--- config.mk ---
export PLATFORM = sky130hd
export DESIGN_NAME = kd_tree_sequencer
export DESIGN_NICKNAME = d
export VERILOG_FILES = /design/src/rtl/kd_tree_sequencer.sv
export SDC_FILE = /design/constraint.sdc
export NUM_CORES = 1
export LEC_CHECK = 0
export ABC_AREA = 1
export ABC_CLOCK_PERIOD_IN_PS = 2400
export CORE_AREA = 8 8 101 103
export CTS_CLUSTER_DIAMETER = 100
export DETAILED_ROUTE_END_ITERATION = 16
export DIE_AREA = 0 0 109 111
export PLACE_DENSITY = 0.6
export SLEW_MARGIN = 30
export SYNTH_ARGS = -nofsm -noshare
export SYNTH_HDL_FRONTEND = slang
export SYNTH_SLANG_ARGS = --single-unit
--- constraint.sdc ---
create_clock -name clk -period 2.4 [get_ports clk]
set_input_delay 0.6 -clock clk [delete_from_list [all_inputs] [get_ports clk]]
set_output_delay 0.6 -clock clk [all_outputs]
set_load 0.1 [all_outputs]
--- src/rtl/kd_tree_sequencer.sv ---
// kd_tree_sequencer
// Control sequencer for a k-d tree clustering engine built from a heap-shaped
// array of processing elements (PE 0 is the root, PE i has parent (i-1)/2).
// A run sorts the tree level by level with odd/even compare-swap phases,
// repeats whole-tree rounds while swaps keep happening (bounded by tree_depth
// rounds), streams n_points points through the array, then issues a
// center-update strobe. Iterations repeat until converged or max_iter.
//
// Ports:
//   clk            single clock, rising edge
//   rst            asynchronous active-low reset
//   start          begin a run (sampled in IDLE only)
//   n_points       points per iteration (captured on start)
//   converged      centers unchanged (sampled in UPDATE)
//   swap_req       per-PE comparator result; bit i asks PE i to swap with its parent
//   pt_valid       point source has a point
//   pt_ready       point accepted this cycle (FETCH and pt_valid)
//   en             PE array enable
//   receive_point  PE array loads the presented point
//   inc            point accumulate strobe
//   sorting        a sort phase is active
//   next_level     sort moved down one level
//   parent_switch  per-PE: swap with parent
//   child_switch   per-PE: swap with a child
//   level          tree level currently being sorted
//   update         center-update strobe
//   iter           completed iterations
//   busy           run in progress
//   done           run finished (one cycle)
module kd_tree_sequencer #(
  parameter int dim        = 3,
  parameter int data_range = 255,
  parameter int max_n      = 1000,
  parameter int max_depth  = 16,
  parameter int tree_depth = 3,
  parameter int max_iter   = 16,
  localparam int n_pe         = (1 << tree_depth) - 1,
  localparam int counter_size = $clog2(max_n),
  localparam int depth_size   = $clog2(max_depth),
  localparam int iter_size    = $clog2(max_iter + 1)
) (
  input  logic                    clk,
  input  logic                    rst,
  input  logic                    start,
  input  logic [counter_size-1:0] n_points,
  input  logic                    converged,
  input  logic [n_pe-1:0]         swap_req,
  input  logic                    pt_valid,
  output logic                    pt_ready,
  output logic                    en,
  output logic                    receive_point,
  output logic                    inc,
  output logic                    sorting,
  output logic                    next_level,
  output logic [n_pe-1:0]         parent_switch,
  output logic [n_pe-1:0]         child_switch,
  output logic [depth_size-1:0]   level,
  output logic                    update,
  output logic [iter_size-1:0]    iter,
  output logic                    busy,
  output logic                    done
);

  // Point geometry belongs to the PE datapath; the sequencer never looks at it.
  localparam int unused_geometry = dim * data_range;

  // Extra whole-tree rounds allowed after the first one.
  localparam int round_size = (tree_depth < 1) ? 1 : $clog2(tree_depth + 1);

  typedef enum logic [2:0] {
    IDLE   = 3'd0,
    SORT_L = 3'd1,
    SORT_R = 3'd2,
    FETCH  = 3'd3,
    ACCUM  = 3'd4,
    UPDATE = 3'd5,
    DONE   = 3'd6
  } state_t;

  // Tree level of heap node idx (root is level 0).
  function automatic int node_level(input int idx);
    return $clog2(idx + 2) - 1;
  endfunction

  state_t                  state_r, state_next_s;
  logic [depth_size-1:0]   level_r, level_next_s;
  logic [iter_size-1:0]    iter_r, iter_next_s, iter_inc_s;
  logic [round_size-1:0]   rounds_r, rounds_next_s;
  logic [counter_size-1:0] count_r, count_next_s, count_inc_s;
  logic [counter_size-1:0] n_points_r, n_points_next_s;
  logic                    round_swapped_r, round_swapped_next_s;
  logic                    swapped_so_far_s;
  logic                    next_level_next_s;
  logic [n_pe-1:0]         sel_s;
  logic [n_pe-1:0]         child_sel_s;
  logic                    odd_phase_s;
  logic                    sort_active_s;
  logic                    unused_root_req_s;

  logic en_r, sorting_r, next_level_r, inc_r, update_r, busy_r, done_r;

  // The root has no parent, so its request bit carries no meaning.
  assign unused_root_req_s = swap_req[0];

  assign sort_active_s = (state_r == SORT_L) || (state_r == SORT_R);
  assign odd_phase_s   = (state_r == SORT_L);
  assign iter_inc_s    = iter_r + iter_size'(1);
  assign count_inc_s   = count_r + counter_size'(1);

  // Select the PEs of the current level and phase that asked to swap; odd and
  // even siblings are split across phases so no parent sees two children.
  always_comb begin
    sel_s       = '0;
    child_sel_s = '0;
    for (int i = 1; i < n_pe; i++) begin
      sel_s[i] = sort_active_s && (node_level(i) == int'(level_r)) &&
                 (((i % 2) == 1) == odd_phase_s) && swap_req[i];
      child_sel_s[(i - 1) / 2] = child_sel_s[(i - 1) / 2] | sel_s[i];
    end
  end

  assign swapped_so_far_s = round_swapped_r | (|sel_s);

  // Next-state and next-counter logic.
  always_comb begin
    state_next_s         = state_r;
    level_next_s         = level_r;
    iter_next_s          = iter_r;
    rounds_next_s        = rounds_r;
    count_next_s         = count_r;
    n_points_next_s      = n_points_r;
    round_swapped_next_s = round_swapped_r;
    next_level_next_s    = 1'b0;
    case (state_r)
      IDLE: begin
        if (start) begin
          state_next_s         = SORT_L;
          n_points_next_s      = n_points;
          iter_next_s          = '0;
          level_next_s         = depth_size'(1);
          rounds_next_s        = '0;
          count_next_s         = '0;
          round_swapped_next_s = 1'b0;
        end else begin
          state_next_s = IDLE;
        end
      end
      SORT_L: begin
        round_swapped_next_s = swapped_so_far_s;
        state_next_s         = SORT_R;
      end
      SORT_R: begin
        round_swapped_next_s = swapped_so_far_s;
        if (level_r < depth_size'(tree_depth - 1)) begin
          level_next_s      = level_r + depth_size'(1);
          next_level_next_s = 1'b1;
          state_next_s      = SORT_L;
        end else if (swapped_so_far_s && (rounds_r < round_size'(tree_depth - 1))) begin
          // rounds_r counts rounds started after the first, so the total stays
          // within tree_depth rounds.
          round_swapped_next_s = 1'b0;
          level_next_s         = depth_size'(1);
          rounds_next_s        = rounds_r + round_size'(1);
          state_next_s         = SORT_L;
        end else begin
          count_next_s = '0;
          if (n_points_r == '0) begin
            state_next_s = UPDATE;
          end else begin
            state_next_s = FETCH;
          end
        end
      end
      FETCH: begin
        if (pt_valid) begin
          state_next_s = ACCUM;
        end else begin
          state_next_s = FETCH;
        end
      end
      ACCUM: begin
        count_next_s = count_inc_s;
        if (count_inc_s == n_points_r) begin
          state_next_s = UPDATE;
        end else begin
          state_next_s = FETCH;
        end
      end
      UPDATE: begin
        iter_next_s = iter_inc_s;
        if (converged || (iter_inc_s == iter_size'(max_iter))) begin
          state_next_s = DONE;
        end else begin
          level_next_s         = depth_size'(1);
          rounds_next_s        = '0;
          round_swapped_next_s = 1'b0;
          state_next_s         = SORT_L;
        end
      end
      DONE: begin
        state_next_s = IDLE;
      end
      default: begin
        state_next_s = IDLE;
      end
    endcase
  end

  // State, counters and registered strobes; strobes are decoded from the
  // state being entered so they line up with that state's cycle.
  always_ff @(posedge clk or negedge rst) begin
    if (!rst) begin
      state_r         <= IDLE;
      level_r         <= '0;
      iter_r          <= '0;
      rounds_r        <= '0;
      count_r         <= '0;
      n_points_r      <= '0;
      round_swapped_r <= 1'b0;
      en_r            <= 1'b0;
      sorting_r       <= 1'b0;
      next_level_r    <= 1'b0;
      inc_r           <= 1'b0;
      update_r        <= 1'b0;
      busy_r          <= 1'b0;
      done_r          <= 1'b0;
    end else begin
      state_r         <= state_next_s;
      level_r         <= level_next_s;
      iter_r          <= iter_next_s;
      rounds_r        <= rounds_next_s;
      count_r         <= count_next_s;
      n_points_r      <= n_points_next_s;
      round_swapped_r <= round_swapped_next_s;
      en_r            <= (state_next_s != IDLE) && (state_next_s != DONE);
      sorting_r       <= (state_next_s == SORT_L) || (state_next_s == SORT_R);
      next_level_r    <= next_level_next_s;
      inc_r           <= (state_next_s == ACCUM);
      update_r        <= (state_next_s == UPDATE);
      busy_r          <= (state_next_s != IDLE);
      done_r          <= (state_next_s == DONE);
    end
  end

  // Handshake and swap controls must react within the same cycle, so they are
  // decoded from the registered state and the live inputs.
  assign pt_ready      = (state_r == FETCH) && pt_valid;
  assign receive_point = pt_ready;
  assign parent_switch = sel_s;
  assign child_switch  = child_sel_s;

  assign en         = en_r;
  assign sorting    = sorting_r;
  assign next_level = next_level_r;
  assign inc        = inc_r;
  assign update     = update_r;
  assign busy       = busy_r;
  assign done       = done_r;
  assign level      = level_r;
  assign iter       = iter_r;

endmodule

Word level (Yosys, flattened, before mapping)
Cells that the tools add are included.
{"block": "totals", "ff_bits": 42, "out_inout_bits": 32, "input_bits": 22}
{"block": "classes", "n_lt_le_gt_ge": 2, "bitwise": 5, "add_sub_neg": 4, "n_eq_ne": 21, "reduce_logical": 32, "muxes": 31}
{"op": "2-to-1 mux 10 bit", "count": 3}
{"op": "one-hot mux 10 bit (3 select lines)", "count": 1}
{"op": "2-to-1 mux 3 bit", "count": 6}
{"op": "one-hot mux 3 bit (6 select lines)", "count": 1}
{"op": "2-to-1 mux 4 bit", "count": 4}
{"op": "== test 3 bit, second input constant", "count": 5}
{"op": "logical AND 1 bit", "count": 15}
{"op": "one-hot mux 4 bit (3 select lines)", "count": 1}
{"op": "adder 10 x 1 -> 10 bit, second input constant", "count": 1}
{"op": "== test 10 bit", "count": 1}
{"op": "zero test 10 bit", "count": 1}
{"op": "one-hot mux 5 bit (2 select lines)", "count": 1}
{"op": "== test 3 x 2 -> 1 bit, second input constant", "count": 3}
{"op": "nonzero test 3 bit", "count": 3}
{"op": "2-to-1 mux 2 bit", "count": 4}
{"op": "inequality test 2 bit, second input constant", "count": 4}
{"op": "AND reduction 4 bit", "count": 2}
{"op": "2-to-1 mux 1 bit", "count": 7}
{"op": "== test 3 x 1 -> 1 bit, second input constant", "count": 2}
{"op": "one-hot mux 2 bit (3 select lines)", "count": 1}
{"op": "OR reduction 6 bit", "count": 1}
{"op": "adder 5 x 1 -> 5 bit, second input constant", "count": 1}
{"op": "== test 5 bit, second input constant", "count": 1}
{"op": "2-to-1 mux 5 bit", "count": 1}
{"op": "other kinds (19)", "count": 25}

Logic depth before layout (Yosys ltp)
Gate-level depths: netlist of the first run.
{"block": "depth", "ltp_word": 13, "depth_mapped": 17, "ltp_nobuf": 17}

Worst setup path before layout of the first run
No wires, ideal clock.
{"block": "synth_path", "path_kind": "register to output", "start": "reg state_r[2]", "end": "out receive_point", "t_arrival_ns": 2.463, "n_path_buf": 1, "t_required_ns": 1.800, "path_stages_with_launch": 5, "slack_ns": -0.663, "cell_sequence": "dfrtp_1 -> inv_2 -> nand3_1 -> nor2_1 -> buf_4"}
{"block": "synth_via", "elab_chain_cells": 2}
{"item": "from (decl)", "line": "85", "source": "state_t state_r, state_next_s;"}
{"item": "from (signal assigned)", "line": "228", "source": "state_r <= state_next_s;"}
{"item": "== test 3 x 2 -> 1 bit", "line": "247", "source": "assign pt_ready = (state_r == FETCH) && pt_valid;"}
{"item": "logical AND 1 bit", "line": "247"}
{"item": "to (decl)", "line": "51", "source": "output logic receive_point,"}
No other way between the ends.

Worst setup path in the final report of the first run
{"block": "layout_path", "start": "reg level_r[0] (netlist: level[0])", "end": "out child_switch[2]"}
{"block": "layout_via", "elab_chain_cells": 5}
{"item": "from (decl)", "line": "86", "source": "logic [depth_size-1:0] level_r, level_next_s;"}
{"item": "from (signal assigned)", "line": "229", "source": "level_r <= level_next_s;"}
{"item": "== test 3 x 4 -> 1 bit *", "line": "116", "source": "sel_s[i] = sort_active_s && (node_level(i) == int'(level_r)) &&"}
{"item": "logical AND 1 bit *", "line": "116"}
{"item": "logical AND 1 bit", "line": "116"}
{"item": "logical AND 1 bit", "line": "117", "source": "(((i % 2) == 1) == odd_phase_s) && swap_req[i];"}
{"item": "OR 1 bit *", "line": "118", "source": "child_sel_s[(i - 1) / 2] = child_sel_s[(i - 1) / 2] | sel_s[i];"}
{"item": "to (decl)", "line": "56", "source": "output logic [n_pe-1:0] child_switch,"}
Mark *: on every way between the ends. The rest lies on a longest branch, timed or not.

==> results of run 1 <==
logic make-up (layout without fill, tap and decap cells):
group,count (synthesis),after routing,share of synthesized area (%)
AND/OR/NAND/NOR,205,205,37.8
buffers and inverters,60,110,9.93
flip-flops,42,42,41.7
AO/OA/AOI/OAI,32,32,6.85
adder cells (fa/ha/maj),5,5,2.48
XOR/XNOR,3,3,1.04
other,1,5,0.149
where the power goes:
group	total [W]	internal, W	leakage [nW]	switching (W)
clock	0.000477	0.000208	0.0408	0.000269
sequential	0.00106	0.000916	0.545	0.000145
combinational	0.00219	0.000619	1.03	0.00157
total	0.00373	0.00174	1.62	0.00198
how the worst max path moves through the flow:
stage | startpoint | end
final | level[0] | child_switch[2]
after floorplan | level[1] | parent_switch[3]
after global placement | pt_valid | receive_point
after detailed placement | pt_valid | pt_ready
after CTS | level[0] | child_switch[1]
after global routing | level[0] | child_switch[1]
layout by cell type, fill, tap and decap left out, types with 2 or more instances in the layout:
cell type          n
dfrtp_2            3
nor2_1            28
o21ai_0           15
inv_1             47
nand3_1           37
o31ai_1            2
clkbuf_8           5
o21ai_1           12
nand4_1            7
nor3_2             2
nor2_2             5
dfrtp_1           38
buf_4             20
nand2_4            2
xor2_1             2
buf_12            11
clkinvlp_4         2
nand2_2           12
clkdlybuf4s50_1   19
inv_2              4
ha_1               5
nand2_1          100
conb_1             5
nor2_4             5
per-layer routing:
metal  track usage, %  up-vias  part of all wire (%)
li1                 -     1197                     -
met1             13.7     1020                    47
met2             16.8       50                    46
met3             2.62        8                   5.7
met4             4.11        0                   1.7
met5                0        -                     0
metrics by stage:
step                setup WS (ns)  cells
floorplan                 -0.0685    352
global placement            0.230    502
detailed placement          0.228    502
CTS                        0.0570    510
global route               0.0188    510
finish                      0.128    510
repair_timing:
action	CTS	global route
buffers inserted	0	0
setup endpoints to repair	6	6
pin swaps	0	0
gates resized for setup	1	1
critical path: cells and delay by family, from the launching register on:
kind          cells  cell delay [ns]
fa+ha+maj         1             0.16
simple gates      3             0.39
buf+inv           3             0.34
flops             1             0.50
final cells by class:
cell class	count	area, sq um
inverter	51	191
sequential	42	1060
clock buffer	5	68.8
multi-input combinational	250	1260
fill	873	5250
clock inverter	3	23.8
tap	108	135
timing repair buffer	51	566
flip-flops by register name, indices dropped and copies added, names as in the netlist:
register,count
count_r,10
round_swapped_r,1
iter,5
update,1
n_points_r,10
sorting,1
level,4
en,1
busy,1
inc,1
done,1
next_level,1
rounds_r,2
state_r,3
==> results.sh, run 1 <==
export IMPL_status="completed"
export IMPL_period_minus_slack_ns=2.27
export IMPL_post_drt_wl_per_cell_um=12.3
export IMPL_ys_flop_type="dfrtp_1"
export IMPL_powerDensity_mw_per_mm2=1130
export IMPL_synth_cells=348
export IMPL_power_w=0.00373
export IMPL_clockBufferDepth=2
export IMPL_arrival_ns=1.67
export IMPL_grt_pass1_vias=2225
export IMPL_drtIter0Drc=103
export IMPL_fin_skew_ns=0.0125
export IMPL_cts_tree="built"
export IMPL_core_area_sq_mm=0.00855
export IMPL_synth_edf_count=0
export IMPL_antenna_found_initial=0
export IMPL_synth_top_cell_by_area="dfrtp_1"
export IMPL_hold_violations=0
export IMPL_cts_sinks=42
export IMPL_total_leakage_power_nw=1.62
export IMPL_path_clk_slew_ns=0.09
export IMPL_rr_endpoint="en"
export IMPL_ys_seq_elements=42
export IMPL_area_growth_pct=31.0
export IMPL_peakVddDrop_mv=0.519
export IMPL_die_h_um=111
export IMPL_synth_distinct_cells=32
export IMPL_grt_max_degree=26
export IMPL_relSlewSlack_pct=60.0
export IMPL_synth_top_area_share_pct=41.7
export IMPL_synth_area_per_cell_sq_um=7.24
export IMPL_grt_pass1_wl_mm=10.5
export IMPL_ys_seq_area_share_pct=41.7
export IMPL_synthTopCellsByArea="dfrtp_1, nand2_1, nand3_1"
export IMPL_gp_congestion=0.862
export IMPL_antenna_left=0
export IMPL_tns_ns=0
export IMPL_syn_area_sq_mm=0.00252
export IMPL_criticalPathCategory="reg -> out"
export IMPL_placementRows=34
export IMPL_cts_max_level=2
export IMPL_start_util_pct=29.5
export IMPL_yosysMostFrequentCell="nand2_1"
export IMPL_die_area_sq_mm=0.0121
export IMPL_r2r_cells=14
export IMPL_drt_wl_total_mm=6.25
export IMPL_worst_pin_slew_ns=0.599
export IMPL_path_cells="inv_1, ha_1, inv_1, nor2_4, nand3_1, nand2_2, buf_12"
export IMPL_cpMaxStageDelayCell="dfrtp_4"
export IMPL_route_detailed_drc=0
export IMPL_path_common_cell="inv_1"
export IMPL_fin_area_sq_mm=0.00330
export IMPL_maxCapViolCount=0
export IMPL_ioPinCount=54
export IMPL_critPathRequiredTime_ns=1.80
export IMPL_dpl_instance_area_sq_mm=0.00320
export IMPL_hold_worst_slack_ns=0.296
export IMPL_fin_util_pct=38.6
export IMPL_cts_root_buf="clkbuf_8"
export IMPL_clock_latency_ns=0.30
export IMPL_fin_crit_sh_pct=94.7
export IMPL_slowest_delay_ns=0.50
export IMPL_io_buffer_count=47
export IMPL_grt_usage_pct=10.7
export IMPL_hpwl_mm=5.06
export IMPL_overflow=0
export IMPL_cts_buffers=5
export IMPL_fmax_mhz=440
export IMPL_critPathLaunchType="flop"
export IMPL_reg2reg_slack_ns=0.41
export IMPL_drtPass1Iterations=4
export IMPL_synth_common_cells="nand2_1, inv_1, dfrtp_1"
export IMPL_endpoint_kind="output port"
export IMPL_routed_via_density=4.46
export IMPL_drive_gt1_share_pct=19.4
export IMPL_synth_yosys_warnings=0
export IMPL_die_w_um=109
export IMPL_crit_fanout=4
export IMPL_r2r_start="count_r[1]"
export IMPL_rsz0062_at_grt="no"
export IMPL_ys_async_sr_fraction_pct=100
export IMPL_layout_nets=428
export IMPL_finalSetupViolCount=0
export IMPL_routed_via_count=2275
export IMPL_hold_path_class="in -> async"
export IMPL_hold_buffers=0
export IMPL_insertedDiodeCount=0
export IMPL_slew_violations=0
No activity file was read; power rests on OpenSTA's default activity.
==> run 2, diff against run 1 <==
Settings changed: SETUP_SLACK_MARGIN set to 0.1.
==> run 2 against run 1 <==
  * Clock power rose by 25%
  * Via count grew 2.5%
  * Largest cell class unchanged
  * Utilization increased by 1.5 points
  * Non-clock buffer count is 7 higher
  * Power up 6.5%
  * Wire length up 0.30%
  * Critical path depth unchanged
  * Hold slack worse by 0.038 ns
  * Fmax increased by 1.4%
  * First-iteration DRC count grew 22%
  * Sequential power barely moved
  * Cell count is 1.4% higher
==> results.sh, run 2 (synthesis gave the netlist of run 1 again) <==
export IMPL_path_common_cell="nand2_2"
export IMPL_critPathLaunchType="flop"
export IMPL_cts_sinks=42
export IMPL_fin_skew_ns=0.0110
export IMPL_crit_fanout=3
export IMPL_seq_power_share_pct=26.7
export IMPL_hold_buffers=0
export IMPL_status="completed"
export IMPL_finalWorstSetupSlack_ns=0.159
export IMPL_r2r_cells=15
export IMPL_rsz0062_at_grt="yes"
export IMPL_clockBufferDepth=2
export IMPL_post_drt_wl_per_cell_um=12.1
export IMPL_crit_start="level[1]"
export IMPL_rr_endpoint="count_r[5]"
export IMPL_mostFrequentLayoutCells="nand2_1, inv_1, dfrtp_1"
export IMPL_grt_pass1_wl_mm=10.7
export IMPL_hold_path_class="in -> async"
export IMPL_drtPass1Iterations=4
export IMPL_die_area_sq_mm=0.0121
export IMPL_p_sw_share_pct=51.7
export IMPL_slowest_delay_ns=0.49
export IMPL_insertedDiodeCount=0
export IMPL_powerDensity_mw_per_mm2=1160
export IMPL_total_leakage_power_nw=1.65
export IMPL_grt_usage_pct=10.7
export IMPL_cp_top_family="flip-flops"
export IMPL_power_switching_w=0.00205
export IMPL_cts_tree="built"
export IMPL_path_clk_slew_ns=0.10
export IMPL_drive_gt1_share_pct=25.4
export IMPL_internal_power_w=0.00192
export IMPL_arrival_ns=1.64
export IMPL_endpoint_kind="output port"
export IMPL_clock_latency_ns=0.30
export IMPL_hold_violations=0
export IMPL_hpwl_mm=5.00
export IMPL_start_util_pct=29.5
export IMPL_io_buffer_count=47
export IMPL_overflow=0
export IMPL_routed_via_density=4.51
export IMPL_core_area_sq_mm=0.00855
export IMPL_cts_root_buf="clkbuf_8"
export IMPL_die_h_um=111
export IMPL_p_comb_share_pct=58.3
export IMPL_peakVddDrop_mv=0.618
export IMPL_cpMaxStageDelayCell="dfrtp_4"
export IMPL_antenna_left=0
export IMPL_relSlewSlack_pct=66.2
export IMPL_fin_util_pct=40.1
export IMPL_grt_max_degree=22
export IMPL_path_cells="inv_1, ha_1, nand3_2, nor2_2, nand2_2, nand2_2, buf_12"
export IMPL_routed_via_count=2331
export IMPL_drtIter0Drc=126
export IMPL_gp_congestion=0.868
export IMPL_criticalPathCategory="reg -> out"
export IMPL_crit_end="child_switch[0]"
export IMPL_r2r_start="level[1]"
export IMPL_critPathRequiredTime_ns=1.80
export IMPL_p_clk_share_pct=15.0
export IMPL_die_w_um=109
export IMPL_slew_violations=0
export IMPL_worst_pin_slew_ns=0.507
export IMPL_layout_nets=435
export IMPL_critical_path_depth=7
export IMPL_ioPinCount=54
export IMPL_fmax_mhz=446
export IMPL_drt_wl_total_mm=6.27
export IMPL_cts_max_level=2
export IMPL_grt_pass1_vias=2252
export IMPL_area_growth_pct=36.2
export IMPL_fillCellCount=877
export IMPL_period_minus_slack_ns=2.24
export IMPL_dp_slack_ns=0.174
export IMPL_antenna_found_initial=0
export IMPL_finalSetupViolCount=0
export IMPL_reg2reg_slack_ns=0.30
export IMPL_placementRows=34
export IMPL_fin_crit_sh_pct=93.4
export IMPL_maxCapViolCount=0
export IMPL_mostFrequentLayoutCell="nand2_1"
export IMPL_cts_buffers=5
export IMPL_route_detailed_drc=0
export IMPL_path_buf_inv=2
## run 2: worst register-to-register path: stages (launching register included)
cell	delay, ns
dfrtp_4	0.49
buf_4	0.15
ha_1	0.18
inv_2	0.06
nor2_4	0.05
nand3_2	0.10
nand2_2	0.08
buf_4	0.14
nor2_1	0.10
nand2_2	0.09
nand2_4	0.09
nand2_2	0.07
nand2_2	0.08
nand3_4	0.14
nand2_1	0.10
o21ai_1	0.07
## run 2: metrics by stage
stage	std cells	area (sq um)	total power (W)	hold slack [ns]	setup TNS [ns]
detailed placement	502	3210	0.00330	0.500	0
CTS	510	3340	0.00391	0.266	0
global route	517	3430	0.00425	0.278	0
global placement	502	3210	0.00326	0.494	0
finish	517	3430	0.00397	0.257	0
floorplan	352	2570	0.00274	0.304	-0.148
## run 2: how the worst min path moves through the flow
| stage | cells past startpoint | to | slack (ns) | start |
|---|---|---|---|---|
| 6_report | 1 | done | 0.26 | rst |
| 3_3_place_gp | 2 | round_swapped_r | 0.49 | round_swapped_r |
| 5_1_grt | 1 | count_r[4] | 0.28 | rst |
| 4_1_cts | 1 | state_r[1] | 0.27 | rst |
| 3_5_place_dp | 2 | round_swapped_r | 0.50 | round_swapped_r |
| 2_1_floorplan | 0 | busy | 0.30 | rst |
## run 2: cell type report
class                      instances  area, sq um  share of cell area (%)
clock inverter                     3         48.8                    1.42
sequential                        42         1060                    31.0
multi-input combinational        250         1300                    37.8
tap                              108          135                    3.94
inverter                          51          201                    5.87
clock buffer                       5         68.8                    2.01
timing repair buffer              58          618                    18.0
## run 2: power groups by stage
stage | logic, W | registers [W] | clock network [W]
floorplan | 0.00122 | 0.00152 | 0
global placement | 0.00219 | 0.00107 | 0
detailed placement | 0.00222 | 0.00107 | 0
CTS | 0.00224 | 0.00106 | 0.000612
global route | 0.00251 | 0.00109 | 0.000644
finish | 0.00231 | 0.00106 | 0.000594
## run 2: routing by layer
layer / wire [um] / GRT usage [%] / up-vias
met1: 2890 / 13.9 / 1068
met3: 365 / 2.38 / 5
met4: 78 / 3.56 / 0
li1: - / - / 1209
met2: 2940 / 16.9 / 49
met5: 0 / 0 / -
## run 2: what timing repair did
action | 4_1_cts | 5_1_grt
pin swaps | 0 | 7
cloned | 0 | 0
hold endpoints to repair | 0 | 0
setup buffers | 0 | 7
gates resized for setup | 2 | 16
setup endpoints to repair | 6 | 9
==> variant (config.mk and constraints of run 1) <==
Put one more register stage on the output `next_level`, with the module's reset. The value now appears one clock later. The other outputs are not delayed to match.
--- a/src/rtl/kd_tree_sequencer.sv
+++ b/src/rtl/kd_tree_sequencer.sv
@@ -252,5 +252,11 @@
   assign en         = en_r;
   assign sorting    = sorting_r;
-  assign next_level = next_level_r;
+  always_ff @(posedge clk or negedge rst) begin
+    if (!rst) begin
+      next_level <= '0;
+    end else begin
+      next_level <= next_level_r;
+    end
+  end
   assign inc        = inc_r;
   assign update     = update_r;
Behaviour: not the same (a bounded check fails within 4 cycles, from zero or initial values and one cycle with rst low).
==> variant against run 1 <==
- via count shrank 0.26%
- worst setup slack lost 0.60 ps
- non-clock buffer count grew 3
- final area grew 3.6%
- combinational power is essentially flat
- global-route usage grew 0.11 points
- wire length shrank 0.13%
- sequential power grew 4%
- first-iteration DRC count shrank 23%
- power grew 4.0%
- synthesized area grew 0.70%
- sequential cell count grew 1
- die area is the same
- critical path type unchanged
- largest power group unchanged
- highest routed layer unchanged
==> variant: results (changes against run 1) <==
[routing]
met1_length_mm = 2.75  ; -6.3%
first_pass_iters = 4  ; unchanged
dr.max_layer_used = met4
met3_wirelength_microns = 229  ; -35%
wl_per_cell_microns = 12.3  ; +0.66%
dr_total_vias = 2269  ; -0.26%
drt_iter0_drc = 79  ; -23%
met2_length_mm = 3.20  ; +12%
totalWireLength_mm = 6.24  ; -0.13%

[power]
ir_worst_vdd_uv = 461  ; -11%
power_leakage_nw = 1.66  ; +2.5%

[clock_network]
cts_setup_buffers = 0  ; unchanged
path_clk_slew_ps = 80
clockBufferDepth = 2  ; unchanged
cts_root_buf = clkbuf_8
htree_levels = 2  ; unchanged
clkLatencyLatePin_ps = 290
numCtsBuffers = 5  ; unchanged

[logic_synthesis]
async_flop_share_pct = 100  ; unchanged
synthCells = 344  ; -1.1%
ys_top_cells_by_count = nand2_1 (101), inv_1 (49), dfrtp_1 (43)
yosysUniqueCellTypes = 31  ; -3.1%
ys_top_cells_by_area = dfrtp_1 (42%), nand2_1 (15%), inv_1 (7.2%)
ys.flop_type = dfrtp_1
yosys_warnings = 0  ; unchanged
yosysSeqAreaShare_pct = 42.4  ; +0.70 points

[setup_path]
critPathArrivalTime_ps = 1670  ; about the same
critPathKind = flip-flop to output port
critPathTopFamily = simple AND/OR/NAND/NOR gates
worstPathMaxFanout = 6  ; +2
max_stage_delay_ps = 440  ; -60 ps
slowest_stage = dfrtp_1

[place]
dp.cells = 498  ; -0.80%
place.gp.congestion = 0.790  ; -8.4%
dp_hpwl_mm = 4.98  ; -1.5%
portBuffers = 47  ; unchanged

[layout]
fin_nets = 424  ; -0.93%
antennaDiodeCount = 0  ; unchanged
drive_above_1_share_pct = 22.4  ; +3.0 points
fillers = 875  ; +0.23%

[timing]
finalClockSkew_ps = 6.26  ; -6.28 ps
worst_pin_slew_ps = 540  ; -59.6 ps

[grt]
grt_pass1_wl_mm = 10.7  ; +1.6%
track_usage_pct = 10.8  ; +0.11 points
antenna_found_initial = 0  ; unchanged
grt_max_degree = 24  ; -7.7%

[worst_hold_path]
hp-class = primary input to async pin

[outcome]
outcome = completed

## variant: cell count changes in the layout (fill, tap and decap cells not counted), sizes merged, moves of 2 or more
cell	change
xor2	+2
buf	+3
a21oi	+2
inv	-3
nor2	-4
nand3	-5
nand2	-4
clkinvlp	+2
## variant: worst reg2reg max path: stages (launching register included)
cell and delay, ps:
dfrtp_1 410, ha_2 260, nand2_1 120, nor2_1 170, nand3_1 130, nand2_1 100
nand2_1 50, nand2_1 50, nand2_1 60, nor2_1 120, nand3_1 80, nand2_1 100
nand3_1 110, or2_1 210
## variant: worst paths after layout
path / slack (ps) / cells after the start / from / endpoint
max reg2reg: 310 / 13 / count_r[1]$_DFFE_PN0P_ / busy$_DFF_PN0_
min: 280 / 1 / rst / count_r[6]$_DFFE_PN0P_
min reg2reg: 360 / 0 / next_level_r$_DFF_PN0_ / next_level$_DFF_PN0_
max: 130 / 6 / state_r[1]$_DFF_PN0_ / child_switch[2]
max in group asynchronous: 1600 / 2 / rst / state_r[2]$_DFF_PN0_
min in group clk: 360 / 0 / next_level_r$_DFF_PN0_ / next_level$_DFF_PN0_
## variant: layout make-up
cell class | instances | area share [%]
flip-flops and latches | 43 | 31.7
well taps | 108 | 3.95
clock buffers | 6 | 2.41
inverters | 53 | 6.62
repair buffers | 54 | 17.5
multi-input cells | 240 | 36.8
clock inverters | 2 | 1.02
## variant: routing by layer
metal | GRT usage, % | up-vias
met2 | 18.7 | 29
li1 | - | 1172
met3 | 2.38 | 4
met1 | 12.6 | 1064
met5 | 0 | -
met4 | 3.74 | 0
## variant: kinds of logic after synthesis
group                    count (synthesis)  share of synthesized area [%]
AND/OR/NAND/NOR                        191                           34.2
AO/OA/AOI/OAI                           33                           7.00
XOR/XNOR                                 6                           2.61
buffers and inverters                   65                           11.2
other                                    1                          0.148
flip-flops                              43                           42.4
adder cells (fa/ha/maj)                  5                           2.47
## variant: per-stage QoR
step,worst slack [ps],area [sq um]
after floorplan,-302,2620
after global routing,2.42,3420
after global placement,-52.2,3270
after CTS,12.8,3400
final,128,3420
after detailed placement,-54.6,3270
## variant: power breakdown
group / internal (W) / switching, W
Combinational: 0.000624 / 0.00156
Clock: 0.000337 / 0.000248
Sequential: 0.000937 / 0.000167
Total: 0.00190 / 0.00198
## variant: timing repair
| action | CTS | global route |
|---|---|---|
| endpoints found under the setup margin | 8 | 9 |
| hold endpoints to repair | 0 | 0 |
| resized for setup | 4 | 6 |
| pin swaps | 0 | 0 |
